<file path="src/rtl/commit_trace_buffer.sv">
// Commit trace buffer: queues GRF/DM commit events from the core in a
// circular FIFO and replays them in program order over a valid/ready stream.
// Up to two events enter per cycle (GRF first, then DM); events that do not
// fit are dropped and recorded in a sticky overflow flag.
module commit_trace_buffer #(
    parameter int DEPTH = 16,
    parameter int AW    = 4
) (
    input  logic          Clk,
    input  logic          Reset,
    input  logic          GRF_WE,
    input  logic [4:0]    GRF_Addr,
    input  logic [31:0]   GRF_WD,
    input  logic          DM_WE,
    input  logic [31:0]   DM_Addr,
    input  logic [31:0]   DM_WD,
    input  logic [31:0]   PC,
    output logic          Out_Valid,
    input  logic          Out_Ready,
    output logic          Out_Type,
    output logic [31:0]   Out_PC,
    output logic [31:0]   Out_Addr,
    output logic [31:0]   Out_Data,
    output logic [AW:0]   Count,
    output logic          Overflow
);

    // Entry layout: {type, pc, addr, data}
    localparam int EW = 97;

    logic [EW-1:0] storage [DEPTH];

    logic [AW-1:0] rd_ptr_reg;
    logic [AW-1:0] wr_ptr_reg;
    logic [AW:0]   count_reg;
    logic          overflow_reg;

    logic          grf_ev;
    logic          dm_ev;
    logic          pop;
    logic [1:0]    push_num;
    logic [AW+1:0] free_slots;
    logic [1:0]    acc_num;
    logic          drop;
    logic [EW-1:0] grf_entry;
    logic [EW-1:0] dm_entry;
    logic [EW-1:0] entry0;
    logic [EW-1:0] entry1;
    logic          we0;
    logic          we1;
    logic [AW-1:0] wr_ptr_inc;
    logic [AW:0]   count_next;
    logic [EW-1:0] head;

    // Event filtering, space check and acceptance decision (uses pre-edge count)
    always_comb begin
        grf_ev     = GRF_WE && (GRF_Addr != 5'd0);
        dm_ev      = DM_WE;
        pop        = (count_reg != '0) && Out_Ready;
        push_num   = {1'b0, grf_ev} + {1'b0, dm_ev};
        free_slots = (AW+2)'(DEPTH) - (AW+2)'(count_reg) + (AW+2)'(pop);
        acc_num    = 2'd0;
        drop       = 1'b0;
        if ((AW+2)'(push_num) <= free_slots) begin
            acc_num = push_num;
        end else if (push_num == 2'd2 && free_slots == (AW+2)'(1)) begin
            // Only room for one: the GRF entry is older in program order
            acc_num = 2'd1;
            drop    = 1'b1;
        end else begin
            acc_num = 2'd0;
            drop    = (push_num != 2'd0);
        end

        grf_entry  = {1'b0, PC, {27'b0, GRF_Addr}, GRF_WD};
        dm_entry   = {1'b1, PC, DM_Addr, DM_WD};
        entry0     = grf_ev ? grf_entry : dm_entry;
        entry1     = dm_entry;
        we0        = (acc_num != 2'd0);
        we1        = (acc_num == 2'd2);
        wr_ptr_inc = wr_ptr_reg + AW'(1);
        count_next = count_reg + (AW+1)'(acc_num) - (AW+1)'(pop);
    end

    // Entry storage: no reset on contents, up to two writes at consecutive slots
    always_ff @(posedge Clk) begin
        if (!Reset) begin
            if (we0) begin
                storage[wr_ptr_reg] <= entry0;
            end
            if (we1) begin
                storage[wr_ptr_inc] <= entry1;
            end
        end
    end

    // Pointer, occupancy and sticky overflow state
    always_ff @(posedge Clk) begin
        if (Reset) begin
            rd_ptr_reg   <= '0;
            wr_ptr_reg   <= '0;
            count_reg    <= '0;
            overflow_reg <= 1'b0;
        end else begin
            wr_ptr_reg <= wr_ptr_reg + AW'(acc_num);
            rd_ptr_reg <= rd_ptr_reg + AW'(pop);
            count_reg  <= count_next;
            if (drop) begin
                overflow_reg <= 1'b1;
            end
        end
    end

    // Head presentation: fields forced to zero while empty for clean waveforms
    always_comb begin
        head      = storage[rd_ptr_reg];
        Out_Valid = (count_reg != '0);
        Out_Type  = Out_Valid ? head[96] : 1'b0;
        Out_PC    = Out_Valid ? head[95:64] : 32'd0;
        Out_Addr  = Out_Valid ? head[63:32] : 32'd0;
        Out_Data  = Out_Valid ? head[31:0] : 32'd0;
        Count     = count_reg;
        Overflow  = overflow_reg;
    end

endmodule

</file>
<file path="config.mk">
export PLATFORM = sky130hd
export DESIGN_NAME = commit_trace_buffer
export DESIGN_NICKNAME = d
export VERILOG_FILES = /design/src/rtl/commit_trace_buffer.sv
export SDC_FILE = /design/constraint.sdc
export NUM_CORES = 2
export LEC_CHECK = 0
export CAP_MARGIN = 10
export CELL_PAD_IN_SITES_DETAIL_PLACEMENT = 0
export CELL_PAD_IN_SITES_GLOBAL_PLACEMENT = 1
export CORE_ASPECT_RATIO = 1.25
export CORE_MARGIN = 10
export CORE_UTILIZATION = 45
export CTS_BUF_LIST = sky130_fd_sc_hd__clkbuf_4 sky130_fd_sc_hd__clkbuf_8
export DETAILED_ROUTE_END_ITERATION = 10
export PLACE_DENSITY = 0.8
export REMOVE_ABC_BUFFERS = 1
export SLEW_MARGIN = 15
export SYNTH_ARGS = -nofsm -noshare
export SYNTH_HDL_FRONTEND = slang
export SYNTH_SLANG_ARGS = --single-unit
export TNS_END_PERCENT = 50
</file>
<file path="constraint.sdc">
create_clock -name Clk -period 21.1 [get_ports Clk]
set_input_delay 4.22 -clock Clk [delete_from_list [all_inputs] [get_ports Clk]]
set_output_delay 4.22 -clock Clk [all_outputs]
set_load 0.005 [all_outputs]
</file>
# Word level (Yosys, flattened, before mapping)
# Memories as Yosys holds them, arrays and structs flattened. A register that Yosys moved wholly into a read port is not among the register bits.
# Cells that the tools add are included.
# totals
ff_bits	14
inputBits	138
ram_bits	1552
elab_cells	40
memories	1
# mem_list
name	depth	width	read_ports	rd_clocked_by_memory_dff	wr	line	text
storage	16	97	1	1	2	31	logic [EW-1:0] storage [DEPTH];
# classes
muxes	16
n_addsub	8
reduce_logical	7
order_cmp	1
eq_ne	3
# ops
cell	count
97-bit two-way mux	1
32-bit two-way mux	3
1-bit two-way mux	10
5-bit nonzero test	2
6-bit by 1-bit adder with 6-bit output	1
6-bit by 1-bit equality test with 1-bit output (second input constant)	1
2-bit by 6-bit <= comparator with 1-bit output	1
5-bit by 5-bit subtractor with 6-bit output (first input constant)	1
5-bit by 2-bit adder with 5-bit output	1
5-bit by 1-bit subtractor with 5-bit output	1
4-bit by 1-bit adder with 4-bit output	1
4-bit by 1-bit adder with 4-bit output (second input constant)	1
4-bit by 2-bit adder with 4-bit output	1
2-bit equality test (second input constant)	2
4-bit two-way mux	1
2-bit nonzero test	2
1-bit logical AND	3
1-bit by 1-bit adder with 2-bit output	1
2-bit two-way mux	1

# Depth between registers and ports, before layout
# depth
depth_word	11
mapped_depth	24

# Worst setup path after synthesis
# No wires, ideal clock.
# synth_timing
kind	input to register
start	input GRF_Addr[4]
end	memory storage[13][0], enable pin
n_path_buf	3
required_time_ns	20.549
path_slack_ns	9.204
arrival_ns	11.345
stages	15
cell_sequence	or4_1 -> o21a_1 -> clkbuf_1 -> inv_2 -> clkbuf_1 -> ha_1 -> clkbuf_1 -> inv_1 -> ha_1 -> nor2b_1 -> o211ai_1 -> a211o_1 -> nand2_1 -> o22a_1 -> nor2_1
# synth_lines
element	line	text
start: declaration	12	input logic [4:0] GRF_Addr,
end: declaration	31	

==> results_dict.tcl <==
set metrics [dict create \
    tightestPinTransition_ps 1210 \
    synth.distinct_cells 71 \
    grt_pass1_vias 47800 \
    grt_first_pass_wirelength_mm 317 \
    grt.busiest_layer "met2" \
    async_flop_share 0 \
    via_per_inst 6.17 \
    power.switching_w 0.00286 \
    nets 5260 \
    synth_warnings 0 \
    antenna_found_initial 35 \
    clkPwrFrac 0.267 \
    gp_congestion 0.850 \
    setup_tns_ps 0 \
    h-tree-depth 4 \
    largest_register "storage" \
    largest_reg_flops 1552 \
    critPathRequiredTime_ps 21680 \
    routedWlPerCell_um 28.7 \
    final_cells 7485 \
    cts_tree "built" \
    critPathKind "primary input to register" \
    slew_viol_final 0 \
    skew_ps 69.3 \
    synth_seq_cells 1566 \
    swShare 0.308 \
    placedCellCount 7053 \
    seq_area_frac_synth 0.632 \
    core_um2 164000 \
    post_route_cells_drive_above_1_share 0.202 \
    dp_hpwl_mm 120 \
    internal_power_w 0.00642 \
    synthToLayoutAreaGrowth_pct 12.3 \
    cp.arrival_ps 11320 \
    rsz0062_at_grt "no" \
    power.density_nw_per_um2 112 \
    worstHoldPathType "register to register" \
    path_cells "clkdlybuf4s50_1, or4_1, o21a_2, ha_1, ha_1, nor2b_1, o211ai_1, a211o_1, nand3_4, a21oi_4, buf_4, buf_4" \
    max_stage_delay_ps 1140 \
    holdPathStages 2 \
    ctsResizeCount 0 \
    end_kind "register" \
    via_count 46200 \
    met1_usage 0.307 \
    postCtsSetupBuffers 0 \
    synth_largest_area_cell "edfxtp_1" \
    drc_errors 0 \
    power.total_w 0.00928 \
    grt_max_degree 111 \
    cts_buffers 231 \
    synth_flop_cell "edfxtp_1" \
    start_util 0.452 \
    clockBufferDepth 3 \
    dpl_cell_area_um2 78400 \
    clk_pin_slew_ps 70 \
    relSlewSlack 0.193 \
    grtUsageMet2 0.381 \
    fin_area_um2 83100 \
    syn_area_per_cell_um2 14.8 \
    use_met3 0.0508 \
    hold_viol 0 \
    netlist.area_leader.share 0.623 \
    status "finished, final reports clean" \
    fmax_mhz 93.2 \
    drtIter0Drc 5992 \
    synth_area_leaders "edfxtp_1 (62%), mux4_2 (15%), and2_1 (6.0%), o22ai_1 (2.9%), nand2_1 (2.6%)" \
    period_share 0.509 \
    post-route-min-period_ps 10730 \
    clock_latency_ps 990 \
    io_pins 242 \
    critPathTopFamily "compound AO/OA/AOI/OAI gates" \
    syn_area_um2 74000 \
    cts_root_buf "clkbuf_8" \
    die_h_um 473 \
    whs_ps 467 \
    die_x_um 383 \
    numClockSinks 1566 \
    cts_hold_buf 0 \
    cpMaxStageDelayCell "a21oi_4" \
    drtPass1Iterations 6 \
    p_comb_frac 0.298 \
    portBuffers 241 \
    num_rows 166 \
    ant_nets 0 \
    path_buf_inv 3 \
    ir_drop_mv 0.0877 \
    grt_overflow 0 \
    synth_cells 5012 \
    p_leak_nw 26.0 \
    drt-total-wl_mm 215 \
    cap_violations 0 \
    critPathLaunchType "primary input" \
    pwr-share-seq 0.436 \
    grtUsageTotal 0.234 \
    die-area_um2 181000 \
    setup_viol 0 \
    worst_r2r_path_depth 16 \
    crit_fanout 65 \
    crit_cells 12 \
    synth-edff-count 1536 \
]
-- cells in the final DEF (no fill, tap or decap), drive strengths merged, types with 4 or more instances in the layout --
master,count
clkdlybuf4s50,241
a22o,75
nand2,519
nand2b,9
nor3,11
a32oi,4
clkbuf,312
or2,5
and2b,43
bufinv,7
dfxtp,30
mux4,485
and3,94
diode,6
ha,18
a21oi,101
o22ai,339
inv,28
clkinv,95
nor4,5
nand3,14
o21ai,194
edfxtp,1536
buf,103
and2,707
nor2b,218
xnor2,6
nor2,43
-- cell type report --
cell class	instances	area, um^2
diodes	6	15.0
clock inverters	114	771
multi-input cells	2941	25700
repair buffers	344	3210
inverters	18	72.6
clock buffers	312	3850
fillers	13800	80600
flip-flops and latches	1566	46700
well taps	2184	2730
-- final timing paths --
check / startpoint / endpoint / slack (ps)
max: GRF_Addr[4] / storage[6][30]$_DFFE_PP_ / 10370
max reg2reg: Count[2]$_SDFF_PP0_ / storage[6][30]$_DFFE_PP_ / 13210
min reg2reg: storage[11][96]$_SDFFE_PP1P_ / storage[11][96]$_SDFFE_PP1P_ / 470
min: storage[11][96]$_SDFFE_PP1P_ / storage[11][96]$_SDFFE_PP1P_ / 470
-- through the flow --
step | utilization | setup WS (ps)
final | 0.508 | 10370
after global routing | 0.508 | 10140
after CTS | 0.507 | 10560
after detailed placement | 0.479 | 9510
after global placement | 0.479 | 9590
after floorplan | - | -276
-- synth_stat cells (39+ instances only) --
cell	number
a21oi_1	99
a22o_1	75
and2_1	706
and2b_1	43
and3_1	94
clkbuf_1	430
edfxtp_1	1536
mux4_2	485
nand2_1	519
nor2_1	42
nor2b_1	179
nor2b_2	39
o21ai_0	187
o22ai_1	339
-- worst min-delay path, cell delays in order (launching register included) --
cell     delay, ps
dfxtp_1        310
o21ai_0         60
nand2_1         50
-- power by group through the flow --
stage	Clock [W]	Combinational [W]	Sequential, W
after floorplan	0	0.00199	0.00429
after global placement	0	0.00276	0.00408
after detailed placement	0	0.00278	0.00411
after CTS	0.00251	0.00279	0.00405
after global routing	0.00264	0.00294	0.00407
final	0.00248	0.00276	0.00404
-- routing by layer --
| metal | vias up | share of wire | wire [um] |
|---|---|---|---|
| met5 | - | 0.00074 | 159 |
| met4 | 24 | 0.037 | 7960 |
| met3 | 604 | 0.10 | 22300 |
| met2 | 2811 | 0.48 | 103000 |
| met1 | 23300 | 0.38 | 81200 |
| li1 | 19400 | - | - |
-- logic make-up after synthesis --
| logic type | synth area share |
|---|---|
| flops | 0.632 |
| fa+ha+maj | 0.00359 |
| buf+inv | 0.0267 |
| simple gates | 0.126 |
| compound gates | 0.0636 |
| xor+xnor | 0.00107 |
| mux | 0.148 |
Note: power is estimated with default switching activity, not from simulation.
